[config.mk]
export PLATFORM = sky130hd
export DESIGN_NAME = ps2_host_port
export DESIGN_NICKNAME = d
export VERILOG_FILES = /design/src/rtl/ps2_host_port.sv
export SDC_FILE = /design/constraint.sdc
export NUM_CORES = 1
export LEC_CHECK = 0
export BUFFER_PORTS_ARGS = -buffer_cell sky130_fd_sc_hd__buf_2
export CAP_MARGIN = 10
export CORE_ASPECT_RATIO = 0.6
export CORE_MARGIN = 2
export CORE_UTILIZATION = 60
export DETAILED_ROUTE_END_ITERATION = 12
export HOLD_SLACK_MARGIN = 0.06
export PLACE_DENSITY = 0.77
export SKIP_LAST_GASP = 1
export SLEW_MARGIN = 20
export SYNTH_ARGS = -nofsm -noshare
export SYNTH_HDL_FRONTEND = slang
export SYNTH_SLANG_ARGS = --single-unit
[constraint.sdc]
create_clock -name clk -period 2.7 [get_ports clk]
set_clock_uncertainty 0.1 [all_clocks]
set_input_delay 0.135 -clock clk [delete_from_list [all_inputs] [get_ports clk]]
set_output_delay 0.135 -clock clk [all_outputs]
set_load 0.01 [all_outputs]
[src/rtl/ps2_host_port.sv]
// PS/2 host link layer: filtered receive of device frames and
// inhibit / request-to-send transmit of host command bytes.
module ps2_host_port #(
  parameter int CLKFREQ     = 28000000,
  parameter int INHIBIT_CYC = CLKFREQ / 10000,
  parameter int TIMEOUT_CYC = CLKFREQ / 500,
  parameter int FILTER_LEN  = 8
) (
  input  logic       clk,
  input  logic       rst_n,
  input  logic       ps2clk_i,
  input  logic       ps2dat_i,
  output logic       ps2clk_oe,
  output logic       ps2dat_oe,
  output logic [7:0] rx_data,
  output logic       rx_valid,
  output logic       rx_err,
  input  logic [7:0] tx_data,
  input  logic       tx_start,
  output logic       tx_busy,
  output logic       tx_done,
  output logic       tx_err
);

  localparam logic [2:0] IDLE       = 3'd0;
  localparam logic [2:0] RX         = 3'd1;
  localparam logic [2:0] TX_INHIBIT = 3'd2;
  localparam logic [2:0] TX_REQ     = 3'd3;
  localparam logic [2:0] TX_BITS    = 3'd4;
  localparam logic [2:0] TX_ACK     = 3'd5;

  localparam int FW = (FILTER_LEN > 1) ? $clog2(FILTER_LEN) : 1;
  localparam logic [FW-1:0] FMAX    = FW'(FILTER_LEN - 1);
  localparam logic [16:0]   INH_END = 17'(INHIBIT_CYC - 1);
  localparam logic [16:0]   TO_LIM  = 17'(TIMEOUT_CYC);

  logic [1:0]    csync_q, dsync_q;
  logic          clk_s, dat_s;
  logic          filt_q, filt_d;
  logic [FW-1:0] fcnt_q, fcnt_d;
  logic          fall;

  logic [2:0]  state_q, state_d;
  logic [16:0] cnt_q, cnt_d, cnt_inc;
  logic [3:0]  bit_q, bit_d;
  logic [8:0]  rsh_q, rsh_d;
  logic [9:0]  tsh_q, tsh_d;
  logic [7:0]  rx_data_q, rx_data_d;
  logic        rx_valid_q, rx_valid_d;
  logic        rx_err_q, rx_err_d;
  logic        tx_done_q, tx_done_d;
  logic        tx_err_q, tx_err_d;
  logic        busy_q, busy_d;
  logic        clk_oe_q, clk_oe_d;
  logic        dat_oe_q, dat_oe_d;
  logic        ack_seen_q, ack_seen_d;
  logic        ack_ok_q, ack_ok_d;
  logic        timeout, tx_abort;

  assign clk_s = csync_q[1];
  assign dat_s = dsync_q[1];

  // A new clock level is taken only after FILTER_LEN differing samples.
  always_comb begin
    filt_d = filt_q;
    fcnt_d = fcnt_q;
    if (clk_s == filt_q) begin
      fcnt_d = '0;
    end else if (fcnt_q == FMAX) begin
      filt_d = clk_s;
      fcnt_d = '0;
    end else begin
      fcnt_d = fcnt_q + 1'b1;
    end
  end

  assign fall = filt_q & ~filt_d;

  always_comb begin
    state_d    = state_q;
    cnt_d      = cnt_q;
    bit_d      = bit_q;
    rsh_d      = rsh_q;
    tsh_d      = tsh_q;
    rx_data_d  = rx_data_q;
    rx_valid_d = 1'b0;
    rx_err_d   = 1'b0;
    tx_done_d  = 1'b0;
    tx_err_d   = 1'b0;
    busy_d     = busy_q;
    clk_oe_d   = clk_oe_q;
    dat_oe_d   = dat_oe_q;
    ack_seen_d = ack_seen_q;
    ack_ok_d   = ack_ok_q;
    tx_abort   = 1'b0;
    cnt_inc    = (&cnt_q) ? cnt_q : cnt_q + 17'd1;
    timeout    = (cnt_q >= TO_LIM);

    if (tx_start && !busy_q) begin
      busy_d = 1'b1;
      tsh_d  = {1'b1, ~^tx_data, tx_data};
    end

    unique case (state_q)
      IDLE: begin
        if (fall && !dat_s) begin
          state_d = RX;
          bit_d   = 4'd0;
          cnt_d   = '0;
        end else if (busy_q) begin
          state_d  = TX_INHIBIT;
          cnt_d    = '0;
          clk_oe_d = 1'b1;
          dat_oe_d = 1'b0;
        end
      end
      RX: begin
        if (fall) begin
          cnt_d = '0;
          if (bit_q == 4'd9) begin
            state_d = IDLE;
            if (^rsh_q && dat_s) begin
              rx_data_d  = rsh_q[7:0];
              rx_valid_d = 1'b1;
            end else begin
              rx_err_d = 1'b1;
            end
          end else begin
            rsh_d = {dat_s, rsh_q[8:1]};
            bit_d = bit_q + 4'd1;
          end
        end else if (timeout) begin
          rx_err_d = 1'b1;
          state_d  = IDLE;
        end else begin
          cnt_d = cnt_inc;
        end
      end
      TX_INHIBIT: begin
        if (cnt_q >= INH_END) begin
          state_d  = TX_REQ;
          clk_oe_d = 1'b0;
          dat_oe_d = 1'b1;
          cnt_d    = '0;
          bit_d    = 4'd0;
        end else begin
          cnt_d = cnt_inc;
        end
      end
      TX_REQ, TX_BITS: begin
        if (fall) begin
          dat_oe_d = ~tsh_q[0];
          tsh_d    = {1'b1, tsh_q[9:1]};
          bit_d    = bit_q + 4'd1;
          cnt_d    = '0;
          state_d  = (bit_q == 4'd9) ? TX_ACK : TX_BITS;
          ack_seen_d = 1'b0;
        end else if (timeout) begin
          tx_abort = 1'b1;
        end else begin
          cnt_d = cnt_inc;
        end
      end
      TX_ACK: begin
        if (!ack_seen_q && fall) begin
          ack_seen_d = 1'b1;
          ack_ok_d   = ~dat_s;
          cnt_d      = '0;
        end else if (ack_seen_q && filt_q && dat_s) begin
          state_d   = IDLE;
          tx_done_d = ack_ok_q;
          tx_err_d  = ~ack_ok_q;
          busy_d    = 1'b0;
        end else if (timeout) begin
          tx_abort = 1'b1;
        end else begin
          cnt_d = cnt_inc;
        end
      end
      default: state_d = IDLE;
    endcase

    if (tx_abort) begin
      state_d  = IDLE;
      clk_oe_d = 1'b0;
      dat_oe_d = 1'b0;
      tx_err_d = 1'b1;
      busy_d   = 1'b0;
    end
  end

  always_ff @(posedge clk or negedge rst_n) begin
    if (!rst_n) begin
      csync_q    <= 2'b11;
      dsync_q    <= 2'b11;
      filt_q     <= 1'b1;
      fcnt_q     <= '0;
      state_q    <= IDLE;
      cnt_q      <= '0;
      bit_q      <= '0;
      rsh_q      <= '0;
      tsh_q      <= '0;
      rx_data_q  <= '0;
      rx_valid_q <= 1'b0;
      rx_err_q   <= 1'b0;
      tx_done_q  <= 1'b0;
      tx_err_q   <= 1'b0;
      busy_q     <= 1'b0;
      clk_oe_q   <= 1'b0;
      dat_oe_q   <= 1'b0;
      ack_seen_q <= 1'b0;
      ack_ok_q   <= 1'b0;
    end else begin
      csync_q    <= {csync_q[0], ps2clk_i};
      dsync_q    <= {dsync_q[0], ps2dat_i};
      filt_q     <= filt_d;
      fcnt_q     <= fcnt_d;
      state_q    <= state_d;
      cnt_q      <= cnt_d;
      bit_q      <= bit_d;
      rsh_q      <= rsh_d;
      tsh_q      <= tsh_d;
      rx_data_q  <= rx_data_d;
      rx_valid_q <= rx_valid_d;
      rx_err_q   <= rx_err_d;
      tx_done_q  <= tx_done_d;
      tx_err_q   <= tx_err_d;
      busy_q     <= busy_d;
      clk_oe_q   <= clk_oe_d;
      dat_oe_q   <= dat_oe_d;
      ack_seen_q <= ack_seen_d;
      ack_ok_q   <= ack_ok_d;
    end
  end

  assign ps2clk_oe = clk_oe_q;
  assign ps2dat_oe = dat_oe_q;
  assign rx_data   = rx_data_q;
  assign rx_valid  = rx_valid_q;
  assign rx_err    = rx_err_q;
  assign tx_busy   = busy_q;
  assign tx_done   = tx_done_q;
  assign tx_err    = tx_err_q;

endmodule

Word-level counts from Yosys, hierarchy flattened
Index checks and enable logic that the tools add are counted.
{"block": "classes", "add_sub_neg": 3, "n_lt_le_gt_ge": 2, "n_eq_ne": 25, "mux": 73, "n_bitwise": 6, "n_reduce_logical": 29}
{"operator": "17-bit 2-to-1 mux", "count": 8}
{"operator": "17-bit case mux with 4 select lines", "count": 1}
{"operator": "1-bit 2-to-1 mux", "count": 38}
{"operator": "3-bit 2-to-1 mux", "count": 12}
{"operator": "10-bit 2-to-1 mux", "count": 3}
{"operator": "3-bit != test (second input constant)", "count": 8}
{"operator": "4-bit 2-to-1 mux", "count": 5}
{"operator": "17-bit by 1-bit adder with 17-bit output (second input constant)", "count": 1}
{"operator": "17-bit by 12-bit greater-or-equal comparator with 1-bit output (second input constant)", "count": 1}
{"operator": "17-bit by 16-bit greater-or-equal comparator with 1-bit output (second input constant)", "count": 1}
{"operator": "17-bit AND reduction", "count": 1}
{"operator": "4-bit case mux with 4 select lines", "count": 1}
{"operator": "3-bit case mux with 5 select lines", "count": 1}
{"operator": "2-bit != test (second input constant)", "count": 6}
{"operator": "4-bit != test (second input constant)", "count": 3}
{"operator": "4-bit nonzero test", "count": 3}
{"operator": "3-bit == test (second input constant)", "count": 3}
{"operator": "3-bit AND reduction", "count": 3}
{"operator": "9-bit parity", "count": 1}
{"operator": "4-bit AND reduction", "count": 2}
{"operator": "8-bit XNOR reduction", "count": 1}
{"operator": "7-bit AND reduction", "count": 1}
{"operator": "3-bit by 2-bit == test with 1-bit output (second input constant)", "count": 2}
{"operator": "1-bit logical AND", "count": 6}
{"operator": "other kinds (18)", "count": 26}
{"block": "totals", "regBits": 68, "input_bits": 13}

Depth between registers and ports, before layout
Gate-level depths: netlist of run 1.
{"block": "logic_depth", "word_depth": 10, "ltp_mapped": 10, "mapped_depth_nobuf": 8}

Worst setup path before layout of run 1
OpenSTA, ideal clock, no wires.
{"block": "synth_path", "kind": "register -> register", "from": "register fcnt_q[0]", "to": "register state_q[1]", "t_arrival_ns": 1.999, "required_ns": 2.479, "path_slack_ns": 0.480, "path_stages_with_launch": 10, "n_path_buf": 1, "synth_period_minus_slack_ns": 2.220, "path_cell_list": "dfrtp_1 > ha_1 > ha_1 > and3b_1 > buf_2 > nand3_2 > o21ai_0 > a2111oi_2 > nor2_1 > o22a_1"}
{"block": "synth_via", "elab_chain_cells": 10}
{"item": "from (decl)", "line_no": "40", "rtl": "logic [FW-1:0] fcnt_q, fcnt_d;"}
{"item": "from (signal assigned)", "line_no": "217", "rtl": "fcnt_q <= fcnt_d;"}
{"item": "3-bit == test (*)", "line_no": "69", "rtl": "end else if (fcnt_q == FMAX) begin"}
{"item": "1-bit 2-to-1 mux (*)", "line_no": "69"}
{"item": "1-bit 2-to-1 mux (*)", "line_no": "67", "rtl": "if (clk_s == filt_q) begin"}
{"item": "1-bit NOT (*)", "line_no": "77", "rtl": "assign fall = filt_q & ~filt_d;"}
{"item": "1-bit AND (*)", "line_no": "77"}
{"item": "1-bit logical AND", "line_no": "165", "rtl": "if (!ack_seen_q && fall) begin"}
{"item": "1-bit 2-to-1 mux", "line_no": "165"}
{"item": "1-bit case mux with 2 select lines", "line_no": "104", "rtl": "unique case (state_q)"}
{"item": "4-bit != test (no line) or 3-bit != test (tied branches)"}
{"item": "7-bit AND reduction (no line)"}
{"item": "to (signal assigned)", "line_no": "218", "rtl": "state_q <= state_d;"}
{"item": "to (decl)", "line_no": "43", "rtl": "logic [2:0] state_q, state_d;"}
Mark *: on every way between the ends. The rest lies on a longest branch, timed or not.
A chain may end at the register's enable or synchronous reset.

Final worst setup path of run 1
{"block": "layout_path", "from": "register fcnt_q[0]", "to": "register cnt_q[5]"}
{"block": "layout_via", "elab_chain_cells": 8}
{"item": "3-bit == test (*)", "line_no": "69"}
{"item": "1-bit 2-to-1 mux (*)", "line_no": "69"}
{"item": "1-bit 2-to-1 mux (*)", "line_no": "67"}
{"item": "1-bit NOT (*)", "line_no": "77"}
{"item": "1-bit AND (*)", "line_no": "77"}
{"item": "1-bit logical AND, on equally long branches", "line_no": "165, 106"}
{"item": "17-bit 2-to-1 mux, or another cell as far along", "line_no": "165"}
{"item": "17-bit case mux with 4 select lines or 3-bit AND reduction (tied branches)"}
{"item": "to (signal assigned)", "line_no": "219", "rtl": "cnt_q <= cnt_d;"}
{"item": "to (decl)", "line_no": "44", "rtl": "logic [16:0] cnt_q, cnt_d, cnt_inc;"}
Marked as above.

==> flow_metrics.env, run 1 <==
export IMPL_crit_path_max_fanout=11
export IMPL_yosysMostFrequentCell="dfrtp_1"
export IMPL_setup_viol=0
export IMPL_htreeDepth=3
export IMPL_hold_path_cell_count=0
export IMPL_seqCellArea_um2=1710
export IMPL_final_min_clock_period_ns=2.40
export IMPL_wl_mm=7.82
export IMPL_power_mw=2.95
export IMPL_track_usage_pct=26.9
export IMPL_vdd_ir_drop_max_uv=507
export IMPL_netlist_instances=337
export IMPL_fin_util_pct=73.1
export IMPL_period_share_pct=89.0
export IMPL_num_antenna_cells=0
export IMPL_cts_tree="yes"
export IMPL_nets=399
export IMPL_async_flop_share_pct=100
export IMPL_synth_area_leader_cell="dfrtp_1"
export IMPL_std_cell_rows=21
export IMPL_syn_area_per_cell_um2=10.5
export IMPL_hpwl_mm=5.57
export IMPL_fp_dieH_um=63.6
export IMPL_worst_slack_ns=0.296
export IMPL_fin_setup_tns_ns=0
export IMPL_yosysSeqAreaShare_pct=48.1
export IMPL_crit_top_cell="ha_1"
export IMPL_ys_flop_type="dfrtp_1"
export IMPL_worstMarginPinSlew_ns=0.803
export IMPL_finalHoldViolCount=0
export IMPL_multiInputGateArea_um2=1740
export IMPL_viasPerCell=6.02
export IMPL_ys_top_cells_by_area="dfrtp_1 44%, mux2_2 6.0%, dfstp_2 3.7%, xnor2_1 3.5%, nand2_1 3.4%"
export IMPL_critical_path_top_delay_family="compound AO/OA/AOI/OAI gates"
export IMPL_grt_pass1_wl_mm=13.4
export IMPL_end_kind="flop"
export IMPL_cts_buffers=9
export IMPL_die_w_um=103
export IMPL_syn_to_final_growth_pct=16.2
export IMPL_drt_iter0_markers=226
export IMPL_power_leakage_nw=1.88
export IMPL_cts_buffer_depth=2
export IMPL_maxCapViolCount=0
export IMPL_crit_slowest_cell="and2_1"
export IMPL_dieArea_um2=6570
export IMPL_top_level_ports=28
export IMPL_root_buffer="clkbuf_8"
export IMPL_crit_path_start_kind="flop"
export IMPL_cp_num_cells=8
export IMPL_initial_utilization_pct=62.9
export IMPL_routabilityCongestion=0.908
export IMPL_grt_pass1_vias=2729
export IMPL_remaining_drc_errors=0
export IMPL_ys_top_cells_by_count="63 x dfrtp_1, 32 x nand2_1, 19 x mux2_2, 19 x nor2_1, 18 x a21oi_1"
export IMPL_yosysWarningCount=0
export IMPL_yosysUniqueCellTypes=66
export IMPL_clk_pin_slew_ns=0.08
export IMPL_dp_slack_ns=0.346
export IMPL_rsz0062_at_grt="false"
export IMPL_worst_path_buf_inv=0
export IMPL_overflow=0
export IMPL_synth_edf_count=0
export IMPL_firstDrtPassIters=5
export IMPL_rr_worst_depth=8
export IMPL_fmax_mhz=416
export IMPL_wl_per_cell_um=16.8
export IMPL_yosys_register_bits=68
export IMPL_n_fill_cell=420
export IMPL_cts_resized=0
export IMPL_min_path_type="flop to flop"
export IMPL_core_um2=5650
export IMPL_drive_gt1_share_pct=23.6
export IMPL_crit_chain="ha_1 -> ha_1 -> nand3b_2 -> o21ai_1 -> a22o_1 -> and2_1 -> a41oi_1 -> a211oi_1"
export IMPL_port_buffers=27
export IMPL_required_ns=2.85
export IMPL_grt_start_max_net_pins=36
export IMPL_cp_arrival_ns=2.56
export IMPL_cpPeakStageDelay_ns=0.40
export IMPL_holdBufCountCts=12
export IMPL_post_cts_buffers=0
export IMPL_yosys_area_top_type_share_pct=44.4
export IMPL_cts_sinks=68
export IMPL_slew_viol_final=0
export IMPL_ant_nets=0
export IMPL_slew_headroom_pct=46.5
export IMPL_antenna_found_initial=0
export IMPL_netlist_area_um2=3550
export IMPL_cellPowerDensity_nw_per_um2=716
export IMPL_clk_insertion_delay_late_ns=0.35
export IMPL_status="completed"
export IMPL_path_class="flop to flop"
export IMPL_vias=2798
export IMPL_synth_nets=356
-- metal layers --
metal	up-vias	track usage (%)	wire length (um)
met4	0	7.89	121
met3	15	8.66	552
li1	1326	-	-
met2	101	38.2	3340
met5	-	0	0
met1	1356	39.3	3810
-- power breakdown --
group	switching, mW	total (mW)	internal (mW)	leakage, nW
Clock	0.413	0.938	0.524	0.110
Combinational	0.424	0.729	0.305	0.894
Sequential	0.152	1.29	1.13	0.871
-- path summary, 6_finish.rpt --
kind | slack, ns | end | startpoint
max | 0.30 | cnt_q[5]$_DFFE_PN0P_ | fcnt_q[0]$_DFF_PN0_
min | 0.26 | csync_q[1]$_DFF_PN1_ | csync_q[0]$_DFF_PN1_
max reg2reg | 0.30 | cnt_q[5]$_DFFE_PN0P_ | fcnt_q[0]$_DFF_PN0_
min reg2reg | 0.26 | csync_q[1]$_DFF_PN1_ | csync_q[0]$_DFF_PN1_
max in group asynchronous | 1.47 | dsync_q[1]$_DFF_PN1_ | rst_n
min in group asynchronous | 0.31 | tsh_q[9]$_DFF_PN0_ | rst_n
-- state kept, by name, indices dropped and copies added (netlist names) --
signal / flops
ack_ok_q: 1
tsh_q: 10
ps2clk_oe: 1
rx_data: 8
tx_err: 1
rx_valid: 1
rsh_q: 9
rx_err: 1
csync_q: 2
bit_q: 4
cnt_q: 17
ack_seen_q: 1
state_q: 3
tx_done: 1
dsync_q: 2
tx_busy: 1
fcnt_q: 3
ps2dat_oe: 1
filt_q: 1
-- cells by family (layout without fill, tap and decap cells) --
kind of cell	after synthesis	after routing	share of synthesized area [%]
xor+xnor	16	16	3.95
compound gates	87	87	17.8
flops	68	68	48.1
fa+ha+maj	6	6	2.11
simple gates	109	109	16.7
mux	28	28	8.56
buf+inv	23	71	2.82
-- layout by cell type (no fill, tap or decap), drive strengths merged, types with 3 or more instances in the layout --
master       Yosys  final
nand2b           3      3
mux2i            9      9
dfstp            5      5
nor3b            4      4
nand2           32     32
a311oi           6      6
xnor2           14     14
buf             10     34
and4             3      3
o21ai           22     22
nor3            12     12
a21o             3      3
dfrtp           63     63
o22ai            3      3
a31oi            8      8
mux2            19     19
and3             5      5
and2             3      3
clkinv           0      3
clkbuf           4      9
dlygate4sd3      0     12
nor2            19     19
o31ai            4      4
nand3b           3      3
nand4            3      3
a21oi           18     18
inv              9     10
nand3           11     11
ha               6      6
-- through the flow --
| step | hold slack [ns] | area [um2] | instances |
|---|---|---|---|
| 2_1_floorplan | -0.261 | 3550 | 337 |
| 3_3_place_gp | 0.141 | 3780 | 437 |
| 3_5_place_dp | 0.141 | 3780 | 437 |
| 4_1_cts | 0.259 | 4130 | 465 |
| 5_1_grt | 0.264 | 4130 | 465 |
| 6_report | 0.257 | 4130 | 465 |
-- final cells by class --
| class | instances | share of cell area (%) |
|---|---|---|
| clock buffers | 9 | 3.00 |
| clock inverters | 7 | 2.39 |
| inverters | 9 | 0.818 |
| well taps | 80 | 2.42 |
| flip-flops and latches | 68 | 41.4 |
| multi-input cells | 246 | 42.2 |
| repair buffers | 46 | 7.76 |
No activity file was read; power rests on OpenSTA's default activity.
==> run 2, diff against run 1 <==
- BUFFER_PORTS_ARGS: -buffer_cell sky130_fd_sc_hd__buf_2 -> unset
- CORE_UTILIZATION: 60 -> 63
- DONT_BUFFER_PORTS: unset -> 1
- PLACE_DENSITY: 0.77 -> 0.76
==> run 2 against run 1 <==
First-iteration DRC count decreased by 13%. Sequential cell count unchanged. Die area is 4.5% lower. Sequential power is essentially flat. Critical endpoint is now state_q[1]$_DFFE_PN0P_. Largest cell class unchanged. Highest routed layer unchanged.
==> flow_metrics.env, run 2 (same netlist as run 1, synthesis figures left out) <==
export IMPL_cts_buffer_depth=2
export IMPL_worst_slack_ns=0.188
export IMPL_cts_resized=0
export IMPL_crit_path_start_kind="flop"
export IMPL_crit_end="state_q[1]$_DFFE_PN0P_"
export IMPL_initial_utilization_pct=64.4
export IMPL_maxCapViolCount=0
export IMPL_die_w_um=101
export IMPL_n_fill_cell=407
export IMPL_hpwl_mm=5.10
export IMPL_clk_pin_slew_ns=0.07
export IMPL_slew_viol_final=0
export IMPL_crit_path_max_fanout=10
export IMPL_core_um2=5520
export IMPL_antenna_found_initial=0
export IMPL_cp_arrival_ns=2.66
export IMPL_slew_headroom_pct=57.9
export IMPL_drive_gt1_share_pct=17.6
export IMPL_cellPowerDensity_nw_per_um2=717
export IMPL_final_min_clock_period_ns=2.51
export IMPL_path_class="flop to flop"
export IMPL_timing_rr_end="state_q[1]$_DFFE_PN0P_"
export IMPL_ant_nets=0
export IMPL_root_buffer="clkbuf_8"
export IMPL_largest_register_ffs=17
export IMPL_min_path_type="primary input to flop"
export IMPL_fp_dieH_um=62.2
export IMPL_stdcell_area_um2=3960
export IMPL_num_antenna_cells=0
export IMPL_cts_tree="yes"
export IMPL_period_share_pct=93.0
export IMPL_fin_util_pct=71.7
export IMPL_finalHoldViolCount=0
export IMPL_rsz0062_at_grt="false"
export IMPL_rr_worst_depth=8
export IMPL_layout_common_cells="63 x dfrtp_1, 32 x nand2_1, 19 x mux2_2, 19 x nor2_1, 18 x a21oi_1"
export IMPL_remaining_drc_errors=0
export IMPL_clk_insertion_delay_late_ns=0.36
export IMPL_wl_per_cell_um=18.1
export IMPL_required_ns=2.85
export IMPL_dp_slack_ns=0.259
export IMPL_power_leakage_nw=1.73
export IMPL_fin_setup_tns_ns=0
export IMPL_port_buffers=0
export IMPL_routabilityCongestion=0.926
export IMPL_std_cell_rows=21
export IMPL_drt_iter0_markers=197
export IMPL_cts_buffers=9
export IMPL_nets=372
export IMPL_grt_start_max_net_pins=69
export IMPL_fmax_mhz=398
export IMPL_ff2ff_setup_slack_ns=0.19
export IMPL_grt_pass1_vias=2585
export IMPL_track_usage_pct=26.9
export IMPL_firstDrtPassIters=5
export IMPL_wl_mm=7.74
export IMPL_cts_sinks=68
export IMPL_htreeDepth=3
export IMPL_syn_to_final_growth_pct=11.5
export IMPL_vdd_ir_drop_max_uv=412
export IMPL_final_common_cell="dfrtp_1"
export IMPL_setup_viol=0
export IMPL_overflow=0
export IMPL_top_level_ports=28
export IMPL_viasPerCell=6.28
export IMPL_end_kind="flop"
export IMPL_placement_cell_area_um2=3610
export IMPL_grt_pass1_wl_mm=12.9
export IMPL_startpoint="fcnt_q[0]$_DFF_PN0_"
export IMPL_top_register="cnt_q"
export IMPL_worstMarginPinSlew_ns=0.632
export IMPL_reg_largest_list="cnt_q: 17 flops, tsh_q: 10 flops, rsh_q: 9 flops"
export IMPL_dieArea_um2=6270
export IMPL_r2r_start="fcnt_q[0]$_DFF_PN0_"
export IMPL_vias=2681
export IMPL_hold_path_cell_count=1
export IMPL_status="completed"
[run 2: cell count changes in the layout (fill, tap and decap cells not counted), sizes merged]
cell,change
buf,-27
bufinv,-1
clkbuf,+1
clkinv,-1
clkinvlp,+2
inv,-1
[run 2: layer usage]
metal | global-route usage, % | part of all wire [%]
met1 | 39.3 | 49
met2 | 37.8 | 44
met3 | 7.32 | 5.7
met4 | 11.1 | 1.9
met5 | 0 | 0
[run 2: repair_timing]
action | in CTS | in global routing
endpoints found under the hold margin | 79 | 0
setup buffers | 0 | 1
hold buffers | 13 | 0
endpoints found under the setup margin | 0 | 1
[run 2: critical path: stages (launching register included)]
cell,delay [ns]
dfrtp_1,0.39
ha_1,0.21
ha_1,0.24
and3b_1,0.26
nand3_2,0.23
o21ai_0,0.21
a2111oi_2,0.43
nor2_1,0.12
o22a_1,0.21
[run 2: power by group]
part	internal [mW]	switching, mW
logic	0.307	0.415
clock network	0.426	0.400
registers	1.13	0.154
[run 2: worst min path at each step]
stage | start | end | slack [ns]
after floorplan | rst_n | ack_ok_q$_DFFE_PN0P_ | -0.26
after global placement | rst_n | cnt_q[7]$_DFFE_PN0P_ | -0.26
after detailed placement | rst_n | cnt_q[7]$_DFFE_PN0P_ | -0.26
after CTS | ps2dat_i | dsync_q[0]$_DFF_PN1_ | 0.20
after global routing | ps2dat_i | dsync_q[0]$_DFF_PN1_ | 0.21
final | ps2dat_i | dsync_q[0]$_DFF_PN1_ | 0.23
[run 2: cell type report]
| cell class | count | area (um2) | area share, % |
|---|---|---|---|
| Tap cell | 69 | 86.3 | 2.18 |
| Inverter | 9 | 33.8 | 0.854 |
| Timing Repair Buffer | 19 | 193 | 4.87 |
| Clock buffer | 10 | 128 | 3.22 |
| Sequential cell | 68 | 1710 | 43.2 |
| Multi-Input combinational cell | 246 | 1740 | 44.0 |
| Clock inverter | 6 | 66.3 | 1.68 |
[run 2: through the flow]
| step | instances | power (mW) | hold WS (ns) |
|---|---|---|---|
| final | 427 | 2.84 | 0.229 |
| after global routing | 427 | 3.00 | 0.215 |
| after CTS | 426 | 2.83 | 0.204 |
| after detailed placement | 397 | 1.96 | -0.259 |
| after global placement | 397 | 1.93 | -0.259 |
| after floorplan | 337 | 1.78 | -0.261 |
